<file path="src/rtl/mem_arbiter.sv">
// Round-robin arbiter sharing one memory port between two masters.
// Optional access timeout: define MEM_ARB_TIMEOUT_EN.
module mem_arbiter #(
   parameter int ADDR_W  = 32,
   parameter int DATA_W  = 32,
   parameter int TIMEOUT = 255
) (
   input  logic              clk,
   input  logic              reset,
   input  logic              m0_read,
   input  logic              m0_write,
   input  logic [ADDR_W-1:0] m0_addr,
   input  logic [DATA_W-1:0] m0_wdata,
   output logic              m0_ack,
   output logic [DATA_W-1:0] m0_rdata,
   output logic              m0_err,
   input  logic              m1_read,
   input  logic              m1_write,
   input  logic [ADDR_W-1:0] m1_addr,
   input  logic [DATA_W-1:0] m1_wdata,
   output logic              m1_ack,
   output logic [DATA_W-1:0] m1_rdata,
   output logic              m1_err,
   output logic              mem_read,
   output logic              mem_write,
   output logic [ADDR_W-1:0] mem_addr,
   output logic [DATA_W-1:0] mem_write_data,
   input  logic              mem_ack,
   input  logic [DATA_W-1:0] mem_read_data,
   output logic              owner,
   output logic              busy
);

   typedef enum logic [1:0] {IDLE, ACCESS, DONE} state_t;

   state_t state;
   logic   req0;
   logic   req1;
   logic   gnt1;
   logic   gnt_wr;

   assign req0   = m0_read | m0_write;
   assign req1   = m1_read | m1_write;
   // on a tie the master that did not win last time goes next
   assign gnt1   = req1 & (~req0 | ~owner);
   assign gnt_wr = gnt1 ? m1_write : m0_write;

`ifdef MEM_ARB_TIMEOUT_EN
   localparam int CNT_W = $clog2(TIMEOUT + 1);

   logic [CNT_W-1:0] cnt;
   logic             tmo;

   assign tmo = (cnt == CNT_W'(TIMEOUT - 1));
`else
   assign m0_err = 1'b0;
   assign m1_err = 1'b0;
`endif

   always_ff @(posedge clk or negedge reset) begin
      if (!reset) begin
         state          <= IDLE;
         owner          <= 1'b1;
         busy           <= 1'b0;
         mem_read       <= 1'b0;
         mem_write      <= 1'b0;
         mem_addr       <= '0;
         mem_write_data <= '0;
         m0_ack         <= 1'b0;
         m1_ack         <= 1'b0;
         m0_rdata       <= '0;
         m1_rdata       <= '0;
`ifdef MEM_ARB_TIMEOUT_EN
         m0_err         <= 1'b0;
         m1_err         <= 1'b0;
         cnt            <= '0;
`endif
      end else begin
         m0_ack <= 1'b0;
         m1_ack <= 1'b0;
`ifdef MEM_ARB_TIMEOUT_EN
         m0_err <= 1'b0;
         m1_err <= 1'b0;
`endif
         unique case (state)
            IDLE: begin
               if (req0 | req1) begin
                  state          <= ACCESS;
                  busy           <= 1'b1;
                  owner          <= gnt1;
                  mem_addr       <= gnt1 ? m1_addr : m0_addr;
                  mem_write_data <= gnt1 ? m1_wdata : m0_wdata;
                  mem_write      <= gnt_wr;
                  mem_read       <= ~gnt_wr;
`ifdef MEM_ARB_TIMEOUT_EN
                  cnt            <= '0;
`endif
               end
            end
            ACCESS: begin
               if (mem_ack) begin
                  state     <= DONE;
                  mem_read  <= 1'b0;
                  mem_write <= 1'b0;
                  if (owner) begin
                     m1_ack <= 1'b1;
                     if (mem_read) m1_rdata <= mem_read_data;
                  end else begin
                     m0_ack <= 1'b1;
                     if (mem_read) m0_rdata <= mem_read_data;
                  end
               end
`ifdef MEM_ARB_TIMEOUT_EN
               else if (tmo) begin
                  state     <= DONE;
                  mem_read  <= 1'b0;
                  mem_write <= 1'b0;
                  if (owner) begin
                     m1_ack   <= 1'b1;
                     m1_err   <= 1'b1;
                     m1_rdata <= '1;
                  end else begin
                     m0_ack   <= 1'b1;
                     m0_err   <= 1'b1;
                     m0_rdata <= '1;
                  end
               end else begin
                  cnt <= cnt + 1'b1;
               end
`endif
            end
            DONE: begin
               state <= IDLE;
               busy  <= 1'b0;
            end
            default: state <= IDLE;
         endcase
      end
   end

endmodule
</file>
<file path="config.mk">
export PLATFORM = sky130hd
export DESIGN_NAME = mem_arbiter
export DESIGN_NICKNAME = d
export VERILOG_FILES = /design/src/rtl/mem_arbiter.sv
export SDC_FILE = /design/constraint.sdc
export NUM_CORES = 1
export LEC_CHECK = 0
export CAP_MARGIN = 20
export CORE_ASPECT_RATIO = 1.1
export CORE_MARGIN = 5
export CORE_UTILIZATION = 35
export DETAILED_ROUTE_END_ITERATION = 12
export GPL_ROUTABILITY_DRIVEN = 0
export PLACE_DENSITY = 0.76
export RECOVER_POWER = 50
export SLEW_MARGIN = 20
export SYNTH_ARGS = -nofsm -noshare
export SYNTH_HDL_FRONTEND = slang
export SYNTH_SLANG_ARGS = --single-unit
</file>
<file path="constraint.sdc">
create_clock -name clk -period 1.3 [get_ports clk]
set_input_delay 0.195 -clock clk [delete_from_list [all_inputs] [get_ports clk]]
set_output_delay 0.195 -clock clk [all_outputs]
set_load 0.02 [all_outputs]
</file>
Word-level counts from Yosys, hierarchy flattened
Index checks and enable logic that the tools add are counted.
Operators by class
  muxes and demuxes: 19
  bitwise logic cells: 8
  equal/unequal tests: 4
  shifts and indexed selects: 0
  multiply operators: 0
  $lt $le $gt $ge: 0
  reduce and logical (&&, ||, !) cells: 9
  $add $sub $neg: 0
  div/mod/pow operators: 0
Operators by type and width (count)
  $mux W32: 2
  $mux W1: 11
  $reduce_and A4 Y1: 2
  $pmux W1 S2: 3
  $reduce_and A2 Y1: 3
  $mux W2: 2
  $ne A2 B2 Y1 const B: 2
  $or A1 B1 Y1: 4
  $pmux W2 S2: 1
  $reduce_bool A2 Y1: 2
  $not A1 Y1: 3
  $reduce_and A3 Y1: 1
  $eq A2 B1 Y1 const B: 1
  $eq A2 B2 Y1 const B: 1
  $logic_not A2 Y1: 1
  $and A1 B1 Y1: 1
Storage, ports and cells
  memories kept: 0
  bits in read-only memories: 0
  output and inout bits: 136
  memory bits (writable): 0
  bits in latches: 0
  bits in registers: 136
  logic and storage cells: 51
  input bits: 167

Depth between registers and ports, before layout
Gate-level depths: netlist (run 1).
  depth after elaboration: 8
  mapped depth: 6
  gate-level depth less buffers: 4

Least setup slack after synthesis (run 1)
OpenSTA, ideal clock, no wires.
  path type: flip-flop to flip-flop
  from: register owner
  to: register mem_addr[0]
  library setup time: 0.122 ns
  data required time: 1.178 ns
  cell stages (with the launch flop): 7
  period minus slack after synthesis: 1.531 ns
  setup slack: -0.231 ns
  path buffers: 2
  arrival: 1.408 ns
  cell sequence: dfstp_2 -> o21ai_1 -> nor2b_1 -> buf_4 -> buf_2 -> a21oi_1 -> a21oi_1
Between the ends
  word-level cells in the longest chain between the ends: 4
Ends and longest elaborated chain
  start: declaration: line 30  | output logic owner,
  start signal: assignment: line 90  | owner <= gnt1;
  $not A1 Y1 (no source line)
  $or A1 B1 Y1: line 45  | assign gnt1 = req1 & (~req0 | ~owner);
  $and A1 B1 Y1: line 45
  $mux W32: line 91  | mem_addr <= gnt1 ? m1_addr : m0_addr;
  end signal: assignment: line 91
  end: declaration: line 26  | output logic [ADDR_W-1:0] mem_addr,
No other way between the ends.
A chain may end at the register's enable or synchronous reset.

Worst setup path in the final report (run 1)
  from: input m0_read
  to: register mem_write_data[26]
Between the ends
  word-level cells in the longest chain between the ends: 5
  elaborated cells between the ends (all ways): 7
  those cells by class: mux (1); bitwise (5); reduce/logical (1)
Ends and longest elaborated chain
  start: declaration: line 10  | input logic m0_read,
  $or A1 B1 Y1 *: line 42  | assign req0 = m0_read | m0_write;
  $not A1 Y1: line 45
  $or A1 B1 Y1: line 45
  $and A1 B1 Y1: line 45
  $mux W32: line 92  | mem_write_data <= gnt1 ? m1_wdata : m0_wdata;
  end signal: assignment: line 92
  end: declaration: line 27  | output logic [DATA_W-1:0] mem_write_data,
Every way passes the cells marked *; elsewhere a longest branch is shown, timed or not.

==> flow_summary.toml, run 1 <==
[setup_path]
critPathSlowestCell = "clkdlybuf4s50_1"
path_cells = "clkdlybuf4s50_1, buf_4, o21ai_2, buf_4, nor2b_4, buf_12, a21oi_1, a21oi_1"
cp.arrival_ps = 1840
crit_fanout = 24
path_class = "input port to flip-flop"
slowest_delay_ps = 420
critPathLaunchType = "input port"
endpoint_kind = "flip-flop"
crit_buf_inv = 4
cp_top_family = "buffers and inverters"
cp.required_ps = 1620

[sta]
tightest_slew_ps = 851
finalSetupViolations = 132
whs_ps = 320
fin_tns_setup_ps = -18440
setup_slack_ps = -217
finalHoldViolCount = 0
clock-skew-final_ps = 10.1
slew_headroom_pct = 43.3
fin_crit_sh_pct = 117
rsz0062_at_grt = "true"
maxSlewViolCount = 0
max_freq_mhz = 659
post-route-min-period_ps = 1520

[clocking]
clkTransAtPathRegs_ps = 60
root_buffer = "clkbuf_16"
cts_tree = "done"
htreeDepth = 4
insertion_delay_ps = 410
cts_buffers = 17
clockBufferDepth = 2
cts_sinks = 136

[job]
maxCapViolCount = 0

[power_and_ir_drop]
power_w = 0.0271
ir_drop_uv = 1250
p_per_area_nw_per_um2 = 2590
power.leakage_nw = 4.60

[final_layout]
synthToLayoutAreaGrowth_pct = 86.3
fillers = 1218
ff_latch_area_sq_um = 3410
diodes = 0
fin_cells = 1073
nets = 1028
multi_input_area_sq_um = 2470
layout-drive-gt1-share_pct = 42.2

[global_routing]
grt_pass1_vias = 5504
grt_max_degree = 42
grt_pass1_wl_um = 29900
grt_use_total_pct = 20.9
grt_antenna_before_repair = 0
overflow = 0

[route]
drt-initial-drc-count = 272
detail-route-antenna-nets = 0
drc = 0
vias_per_cell = 4.98
dr.pass1.iters = 4
drt-total-wl_um = 21600
wl_per_cell_um = 20.2
vias = 5347

[floorplan]
fp-row-count = 48
fp.dieW_um = 131
die_area_sq_um = 18600
die_h_um = 143
ios = 303
core_area_sq_um = 15700
initial_utilization_pct = 35.6

[synthesis]
syn-cell-area_sq_um = 5600
yosysTopAreaCellShare_pct = 60.3
ys_seq_elements = 136
ys_seq_area_share_pct = 60.8
synth_cell_types = 27
postSynthAreaPerCell_sq_um = 10.7
yosysWarnings = 0
synthTopCellsByArea = "dfrtp_1, mux2_2, a21oi_1"
synth_area_leader_cell = "dfrtp_1"
syn_inst = 523

[worst_hold_path]
hp-class = "input port to flip-flop"

[placed_design]
dp_hpwl_um = 13500
placed_cells = 1014
preCtsSetupSlack_ps = -534
port-buffer-count = 300

[outcome]
status = "complete, but fails checks"
violations = "negative setup slack"
## power breakdown
| part | internal, W | switching (W) | leakage (nW) |
|---|---|---|---|
| registers | 0.00638 | 0.00121 | 1.61 |
| clock network | 0.00351 | 0.00188 | 0.313 |
| logic | 0.00644 | 0.00765 | 2.68 |
| total | 0.0163 | 0.0107 | 4.60 |
## path summary, 6_finish.rpt
check                        startpoint                 end  slack [ps]  cells after the start
hold / removal              m0_addr[24]        mem_addr[24]         320                      3
min in group asynchronous         reset        m1_rdata[17]         430                      2
hold reg to reg            m1_rdata[22]        m1_rdata[22]         490                      1
setup / recovery                m0_read  mem_write_data[26]        -220                      8
max in group asynchronous         reset        m1_rdata[27]         160                      3
setup reg to reg                  owner        mem_addr[28]        -210                      6
## cell usage after synthesis, drive strengths merged
cell	n
nor2b	1
a21boi	1
dfstp	1
a21o	1
o21ai	5
a22o	1
inv	3
nand2	67
nor2	69
conb	1
buf	26
nand3	3
clkbuf	10
dfrtp	135
and2	1
a211o	1
a31oi	1
mux2	64
and3	1
a21oi	129
nor3	1
nand2b	1
## logic make-up after synthesis
logic type / Yosys count / share of synthesized area (%)
AOI/OAI and AO/OA: 139 / 12.7
buffers and inverters: 39 / 3.57
DFF: 136 / 60.8
muxes: 64 / 12.9
other: 1 / 0.0669
and+or+nand+nor: 144 / 10.0
## sequential cells by signal, indices dropped and copies added (netlist names), 2 cells and up
register	cells
mem_write_data	32
m0_rdata	32
m1_rdata	32
mem_addr	32
state	2
## worst reg2reg max path, stage by stage, from the launching register on
cell and delay (ps):
dfstp_2 570, o21ai_2 80, buf_4 140, nor2b_4 160
buf_12 170, a21oi_1 210, a21oi_2 70
## layout make-up
type	count	area share (%)
tap	200	2.40
inverter	3	0.108
clock inverter	11	1.85
multi-input combinational	349	23.7
sequential	136	32.6
clock buffer	20	4.38
timing repair buffer	354	35.0
## repair_timing
| action | CTS | global route |
|---|---|---|
| cloned | 5 | 13 |
| setup endpoints to repair | 263 | 201 |
| hold endpoints to repair | 136 | 0 |
| gates resized for setup | 379 | 150 |
| hold buffers | 1 | 0 |
| setup buffers | 5 | 7 |
| pin swaps | 1 | 19 |
## per-stage QoR
| step | cell area (sq um) | util [%] |
|---|---|---|
| global route | 10400 | 66.3 |
| global placement | 9150 | 58.2 |
| detailed placement | 9150 | 58.2 |
| floorplan | 5720 | - |
| CTS | 10200 | 64.8 |
| finish | 10400 | 66.3 |
## routing by layer
| metal | wire length, um | part of all wire [%] | global-route usage [%] | vias up |
|---|---|---|---|---|
| met5 | 0 | 0 | 0 | - |
| met4 | 531 | 2.5 | 7.69 | 0 |
| met3 | 2080 | 9.6 | 7.89 | 35 |
| met2 | 10900 | 51 | 36.2 | 264 |
| met1 | 8100 | 37 | 23.4 | 2589 |
| li1 | - | - | - | 2459 |
## layout by cell type (no fill, tap or decap), types with 3 or more instances in the layout
cell type        count
inv_1                3
buf_2               15
nand2_1             52
a21oi_4              3
nand2_2              4
clkbuf_16           26
nand2_4             11
bufinv_16            5
nor2_1              67
buf_16               4
dfrtp_1            133
clkdlybuf4s50_1    165
buf_4               13
mux2_2              46
clkdlybuf4s15_2     58
buf_6                9
clkbuf_2            57
a21oi_1             67
buf_12              20
a21oi_2             59
mux2_4              16
No activity file was read; power rests on OpenSTA's default activity.
==> run 2: changes to the inputs <==
Settings changed: CORE_UTILIZATION 35 to 25, PLACE_DENSITY 0.76 to not set, SLEW_MARGIN 20 to 10.
==> flow_summary.toml, run 2 (same netlist as run 1, synthesis figures left out) <==
[outcome]
status = "complete, but fails checks"
violations = "negative setup slack"

[final_layout]
mostFrequentLayoutCells = "clkdlybuf4s50_1, dfrtp_1, a21oi_1"
final_common_cell = "clkdlybuf4s50_1"
design_area_sq_um = 10200
nets = 1019
final_util_pct = 45.9
fin_cells = 1160
diodes = 0
layout-drive-gt1-share_pct = 36.8
synthToLayoutAreaGrowth_pct = 81.2

[worst_hold_path]
hold_path_end = "mem_addr[31]"
hp-start = "m0_addr[31]"
min_path_cells = 3
hp-class = "input port to flip-flop"

[setup_path]
r2r_end = "mem_addr[25]"
crit_fanout = 22
endpoint_kind = "flip-flop"
r2r_cells = 5
path_cells = "o21ai_4, nor2b_4, buf_12, a21oi_1, a21oi_1"
r2r-start = "owner"
cp_top_family = "flip-flops"
slowest_delay_ps = 680
r2r_slack_ps = -200
crit_buf_inv = 1
crit_top_cell = "a21oi_1"
critPathLaunchType = "flip-flop"
path_class = "flip-flop to flip-flop"
cp.arrival_ps = 1800
critPathSlowestCell = "dfstp_2"
cp.required_ps = 1590

[global_routing]
grt_pass1_vias = 5190
overflow = 0
grt_pass1_wl_um = 29600
grt_use_total_pct = 14.7
grt_max_degree = 47
grt_antenna_before_repair = 0

[clocking]
cts_buffers = 17
cts_sinks = 136
insertion_delay_ps = 410
clockBufferDepth = 2
cts_tree = "done"
root_buffer = "clkbuf_16"
clkTransAtPathRegs_ps = 70
htreeDepth = 4

[route]
vias_per_cell = 4.46
detail-route-antenna-nets = 0
vias = 5171
drc = 0
dr.pass1.iters = 4
drt-initial-drc-count = 151
wl_per_cell_um = 17.8
drt-total-wl_um = 20600

[sta]
finalSetupViolations = 132
maxSlewViolCount = 0
setup_slack_ps = -201
post-route-min-period_ps = 1500
fin_crit_sh_pct = 115
fin_tns_setup_ps = -18970
max_freq_mhz = 666
finalHoldViolCount = 0
rsz0062_at_grt = "true"
tightest_slew_ps = 874
clock-skew-final_ps = 10.0
slew_headroom_pct = 41.7

[job]
maxCapViolCount = 0

[power_and_ir_drop]
p_per_area_nw_per_um2 = 2500
power.leakage_nw = 4.37
ir_drop_uv = 1030

[placed_design]
preCtsSetupSlack_ps = -522
place_area_sq_um = 9300
placed_cells = 1115
dp_hpwl_um = 14200
port-buffer-count = 300

[floorplan]
fp.dieW_um = 153
fp-row-count = 57
core_area_sq_um = 22100
die_h_um = 167
die_area_sq_um = 25500
ios = 303
initial_utilization_pct = 25.3
==> run 2: area by class of cell <==
class / count / area, sq um
Clock inverter: 15 / 153
Clock buffer: 17 / 425
Tap cell: 295 / 369
Inverter: 3 / 11.3
Multi-Input combinational cell: 349 / 2270
Sequential cell: 136 / 3410
Timing Repair Buffer: 345 / 3520
Fill cell: 2068 / 12000
==> run 2: metrics by stage <==
| stage | hold WS, ps | power, W |
|---|---|---|
| after floorplan | -101 | 0.0141 |
| after global placement | 107 | 0.0207 |
| after detailed placement | 106 | 0.0208 |
| after CTS | 222 | 0.0251 |
| after global routing | 288 | 0.0269 |
| final | 311 | 0.0254 |
==> run 2: worst max-delay path by stage <==
stage                     slack, ps  startpoint            endpoint  cells past startpoint
after floorplan                -160       owner         mem_addr[0]                      6
after global routing           -280       owner  mem_write_data[11]                      5
final                          -200       owner        mem_addr[25]                      5
after global placement         -500    m0_write           mem_write                      6
after CTS                      -210       owner               owner                      1
after detailed placement       -520    m0_write           mem_write                      6
==> run 2: what timing repair did <==
| item | CTS | global route |
|---|---|---|
| hold buffers | 1 | 0 |
| pin swaps | 0 | 3 |
| endpoints found under the setup margin | 265 | 177 |
| cloned | 0 | 8 |
| buffers inserted | 0 | 4 |
| gates resized for setup | 386 | 98 |
| hold endpoints to repair | 84 | 0 |
==> run 2: worst reg2reg max path, cell delays in order (launching register included) <==
cell	delay [ps]
dfstp_2	680
o21ai_4	110
nor2b_4	170
buf_12	160
a21oi_1	180
a21oi_1	80
==> run 2: layer usage <==
metal	track usage, %	share of wire, %
met4	4.80	1.6
met2	24.2	49
met3	5.37	8.5
met5	0	0
met1	18.0	41
==> run 2: where the power goes <==
group | total (W) | leakage [nW] | switching [W] | internal, W
clock network | 0.00480 | 0.283 | 0.00209 | 0.00271
logic | 0.0130 | 2.48 | 0.00706 | 0.00593
registers | 0.00756 | 1.61 | 0.00118 | 0.00638
total | 0.0254 | 4.37 | 0.0103 | 0.0150
==> run 3: changes to the inputs <==
Settings changed: SLEW_MARGIN 10 to not set.
==> results of run 3 <==
The final DEF is identical to that of run 2; final timing and power are the same.
